$ cat config.mk
export PLATFORM = sky130hd
export DESIGN_NAME = mem_port_arbiter
export DESIGN_NICKNAME = d
export VERILOG_FILES = /design/src/rtl/mem_port_arbiter.sv
export SDC_FILE = /design/constraint.sdc
export NUM_CORES = 1
export LEC_CHECK = 0
export CAP_MARGIN = 20
export CORE_MARGIN = 2
export CORE_UTILIZATION = 43
export CTS_BUF_LIST = sky130_fd_sc_hd__clkbuf_8
export DETAILED_ROUTE_END_ITERATION = 16
export PLACE_DENSITY = 0.83
export SLEW_MARGIN = 20
export SYNTH_ARGS = -nofsm -noshare
export SYNTH_HDL_FRONTEND = slang
export SYNTH_SLANG_ARGS = --single-unit
$ cat constraint.sdc
create_clock -name clk -period 5.7 [get_ports clk]
set_input_delay 1.425 -clock clk [delete_from_list [all_inputs] [get_ports clk]]
set_output_delay 1.425 -clock clk [all_outputs]
set_load 0.1 [all_outputs]
$ cat src/rtl/mem_port_arbiter.sv
// mem_port_arbiter
//    Shares one single-ported, fixed-latency memory between the instruction
//    fetch port (IF) and the data-memory port (DM) of a pipelined MIPS core.
//    DM wins any conflict because the MEM-stage instruction is the older one.
//    Each access holds the memory for MEM_LAT cycles and then pulses the
//    matching ready for one cycle. That ready cycle is always an IDLE cycle.
//
// Parameters
//    MEM_LAT   memory access latency in cycles, legal range 1..15
//
// Ports
//    clk, rst               clock, asynchronous active-high reset
//    if_req/if_addr         fetch request (held until if_ready) and byte address
//    if_rdata/if_ready      fetched word (held) and one-cycle completion pulse
//    dm_read/dm_write       data request; a write wins when both are high
//    dm_addr/dm_wdata       data byte address and write data
//    dm_rdata/dm_ready      read data (held, writes leave it alone) and pulse
//    mem_addr/mem_wdata     memory address and write data (held while idle)
//    mem_read/mem_write     memory strobes, high for the whole access
//    mem_rdata              memory read data, valid on the last access cycle
//    grant                  current owner: 00 none, 01 IF, 10 DM
module mem_port_arbiter #(
   parameter int unsigned MEM_LAT = 2
) (
   input  logic        clk,
   input  logic        rst,
   input  logic        if_req,
   input  logic [31:0] if_addr,
   output logic [31:0] if_rdata,
   output logic        if_ready,
   input  logic        dm_read,
   input  logic        dm_write,
   input  logic [31:0] dm_addr,
   input  logic [31:0] dm_wdata,
   output logic [31:0] dm_rdata,
   output logic        dm_ready,
   output logic [31:0] mem_addr,
   output logic [31:0] mem_wdata,
   output logic        mem_read,
   output logic        mem_write,
   input  logic [31:0] mem_rdata,
   output logic [1:0]  grant
);

   typedef enum logic [1:0] {
      IDLE   = 2'd0,
      ACC_IF = 2'd1,
      ACC_DM = 2'd2
   } state_t;

   localparam logic [3:0] CNT_INIT = 4'(MEM_LAT - 1);

   state_t     state_reg;
   logic [3:0] cnt_reg;

   logic dm_req;
   logic if_elig;
   logic dm_elig;

   // A port whose ready is high right now has just been served and the
   // pipeline has not yet had a chance to drop its request, so it must not
   // be granted again in this cycle.
   assign dm_req  = dm_read | dm_write;
   assign if_elig = if_req & ~if_ready;
   assign dm_elig = dm_req & ~dm_ready;

   // mem_addr, mem_wdata and mem_write double as the latched request: they
   // are loaded at grant time and simply hold afterwards.
   always_ff @(posedge clk or posedge rst) begin
      if (rst) begin
         state_reg <= IDLE;
         cnt_reg   <= 4'd0;
         if_rdata  <= 32'd0;
         if_ready  <= 1'b0;
         dm_rdata  <= 32'd0;
         dm_ready  <= 1'b0;
         mem_addr  <= 32'd0;
         mem_wdata <= 32'd0;
         mem_read  <= 1'b0;
         mem_write <= 1'b0;
         grant     <= 2'b00;
      end else begin
         if_ready <= 1'b0;
         dm_ready <= 1'b0;
         case (state_reg)
            IDLE: begin
               if (dm_elig) begin
                  state_reg <= ACC_DM;
                  cnt_reg   <= CNT_INIT;
                  mem_addr  <= dm_addr;
                  mem_wdata <= dm_wdata;
                  mem_write <= dm_write;
                  mem_read  <= ~dm_write;
                  grant     <= 2'b10;
               end else if (if_elig) begin
                  state_reg <= ACC_IF;
                  cnt_reg   <= CNT_INIT;
                  mem_addr  <= if_addr;
                  mem_write <= 1'b0;
                  mem_read  <= 1'b1;
                  grant     <= 2'b01;
               end
            end
            ACC_IF, ACC_DM: begin
               if (cnt_reg != 4'd0) begin
                  cnt_reg <= cnt_reg - 4'd1;
               end else begin
                  state_reg <= IDLE;
                  mem_read  <= 1'b0;
                  mem_write <= 1'b0;
                  grant     <= 2'b00;
                  if (state_reg == ACC_IF) begin
                     if_rdata <= mem_rdata;
                     if_ready <= 1'b1;
                  end else begin
                     // A write completes without touching dm_rdata.
                     if (!mem_write) begin
                        dm_rdata <= mem_rdata;
                     end
                     dm_ready <= 1'b1;
                  end
               end
            end
            default: begin
               state_reg <= IDLE;
            end
         endcase
      end
   end

endmodule

==> metrics.txt <==
Clk Latency, worst-skew pair 0.44 ns; clock sinks 140; largest net degree at the start of global routing 105; antenna viol nets, final 0; Worst Slack Setup Final 2.25 ns; layout cells sized above 1 19.7%; Fmax achieved 290 MHz; starting density of the core 43.9%; Final HPWL DP 10.4 mm; Synth Flop Type dfrtp_1; hold bufs inserted after CTS 0; drt initial violations 231; final setup fails 0; Port Buffers 266; # Post-CTS Setup Buffers 0; commonest non-fill, non-tap cell in the layout clkdlybuf4s50_1; Post-Syn Instances 418; number of global-route vias before repair 4599; WP data required 6.02 ns; Synthesized Nets 555; CP startpoint kind input port; die area 14500 sq um; Final Hold Fails 0; Site Rows 42; cts repair resizes 0; Setup WS pre-CTS 1.80 ns; GRT overflow 0; hold_ws 0.484 ns; post-layout min period 3.45 ns; worst slew pin tran 1.09 ns; Clock transition at path regs 0.08 ns; layout net count 817; drt drc 0; n_diodes 0; Total Wirelength 14.2 mm; Post-synth EDFFs 0; die width 120 um; met1 GRT Util 23.6%; Vias 4238; first-pass GRT wire length 22.9 mm; skew final 0.0113 ns; CTS Buffer Depth 2; Worst EP arrival 3.77 ns; count of cell types in the netlist 34; grt met3 use 6.04%; io pins 267; die height 120 um; YS warnings 0; Worst Setup Path Type in2reg; GRT Max-Usage Layer met2; setup tns final 0 ns; Final Cycle Share 60.6%; post-synthesis sequential area ratio 60.3%; RSZ-0062 raised after global routing false; Hold WC Path Type reg2reg; clock root buffer clkbuf_8; Final Max Tran Viols 0; GPL Wtd Cong 0.834; Num CTS Buffers 17; post-synthesis cell area 5810 sq um; Vias/cell 4.88; initial antenna violation count 0; P&R area growth vs syn 54.4%; max cap viols 0; Synth async-reset ratio 100%; met2 usage 34.6%; total core area 13200 sq um; Final Core Density 67.7%; CP endpoint kind register; Worst Path Max Fanout 39; TritonRoute pass-1 iters 4; CTS tree done; gr usage total 20.5%; most frequent cells in the layout clkdlybuf4s50_1, dfrtp_1, mux2_2, o21ai_0, nand2_1; total number of H-tree levels 4; Slew headroom 27.3%; detailed-route wire length per cell 16.4 um; post-synthesis register bit count 140; Avg Cell Area, Syn 13.9 sq um; run status finished, final reports clean
==> path summary, 6_finish.rpt <==
| path | from | endpoint | slack (ns) | cells past startpoint |
|---|---|---|---|---|
| max | dm_write | mem_wdata[10] | 2.25 | 5 |
| min | mem_addr[3] | mem_addr[3] | 0.48 | 2 |
| max reg2reg | cnt_reg[0] | dm_rdata[25] | 3.01 | 6 |
| min reg2reg | mem_addr[3] | mem_addr[3] | 0.48 | 2 |
| max in group asynchronous | rst | mem_addr[20] | 3.10 | 3 |
| min in group asynchronous | rst | mem_wdata[30] | 1.56 | 2 |
==> synth_stat cells, drive strengths merged, types with 2 or more instances <==
| cell | number | area [sq um] |
|---|---|---|
| dfrtp | 140 | 3500 |
| nand3 | 3 | 15.0 |
| inv | 8 | 30.0 |
| ha | 4 | 50.1 |
| a21oi | 2 | 10.0 |
| mux2i | 34 | 340 |
| mux2 | 96 | 1190 |
| o21ai | 40 | 200 |
| nand2b | 2 | 12.5 |
| buf | 11 | 73.8 |
| clkbuf | 15 | 56.3 |
| nand2 | 37 | 139 |
| nor2 | 5 | 18.8 |
| a21o | 2 | 15.0 |
| o2bb2ai | 2 | 17.5 |
==> layout make-up <==
cell class,instances,area [sq um]
fill,998,4280
inverter,8,35.0
timing repair buffer,269,2690
clock buffer,19,262
clock inverter,12,98.8
tap,176,220
multi-input combinational,244,2160
sequential,140,3500
==> stage by stage <==
| step | area (sq um) | instances |
|---|---|---|
| after floorplan | 5810 | 418 |
| after global placement | 8610 | 837 |
| after detailed placement | 8610 | 837 |
| after CTS | 8970 | 868 |
| after global routing | 8970 | 868 |
| final | 8970 | 868 |
==> worst max-delay path, stage by stage <==
cell and delay (ns):
clkdlybuf4s50_1 0.51, o21bai_4 0.17, buf_4 0.49, or2_2 0.72
mux2_2 0.42
==> routing by layer <==
layer / vias up / wire length [um]
met5: - / 0
met3: 35 / 1100
met4: 0 / 509
met1: 2032 / 5510
li1: 1979 / -
met2: 192 / 7120
==> kinds of logic (layout without fill, tap and decap cells) <==
group,count (synthesis),in the layout,synth area share (%)
mux,130,130,26.4
simple gates,56,56,4.42
buf+inv,34,308,2.76
fa+ha+maj,4,4,0.862
flops,140,140,60.3
compound gates,54,54,5.24
Power is left out: the tool's default activity adds up to more than one toggle a clock period on the data nets, which glitch-free logic cannot reach.
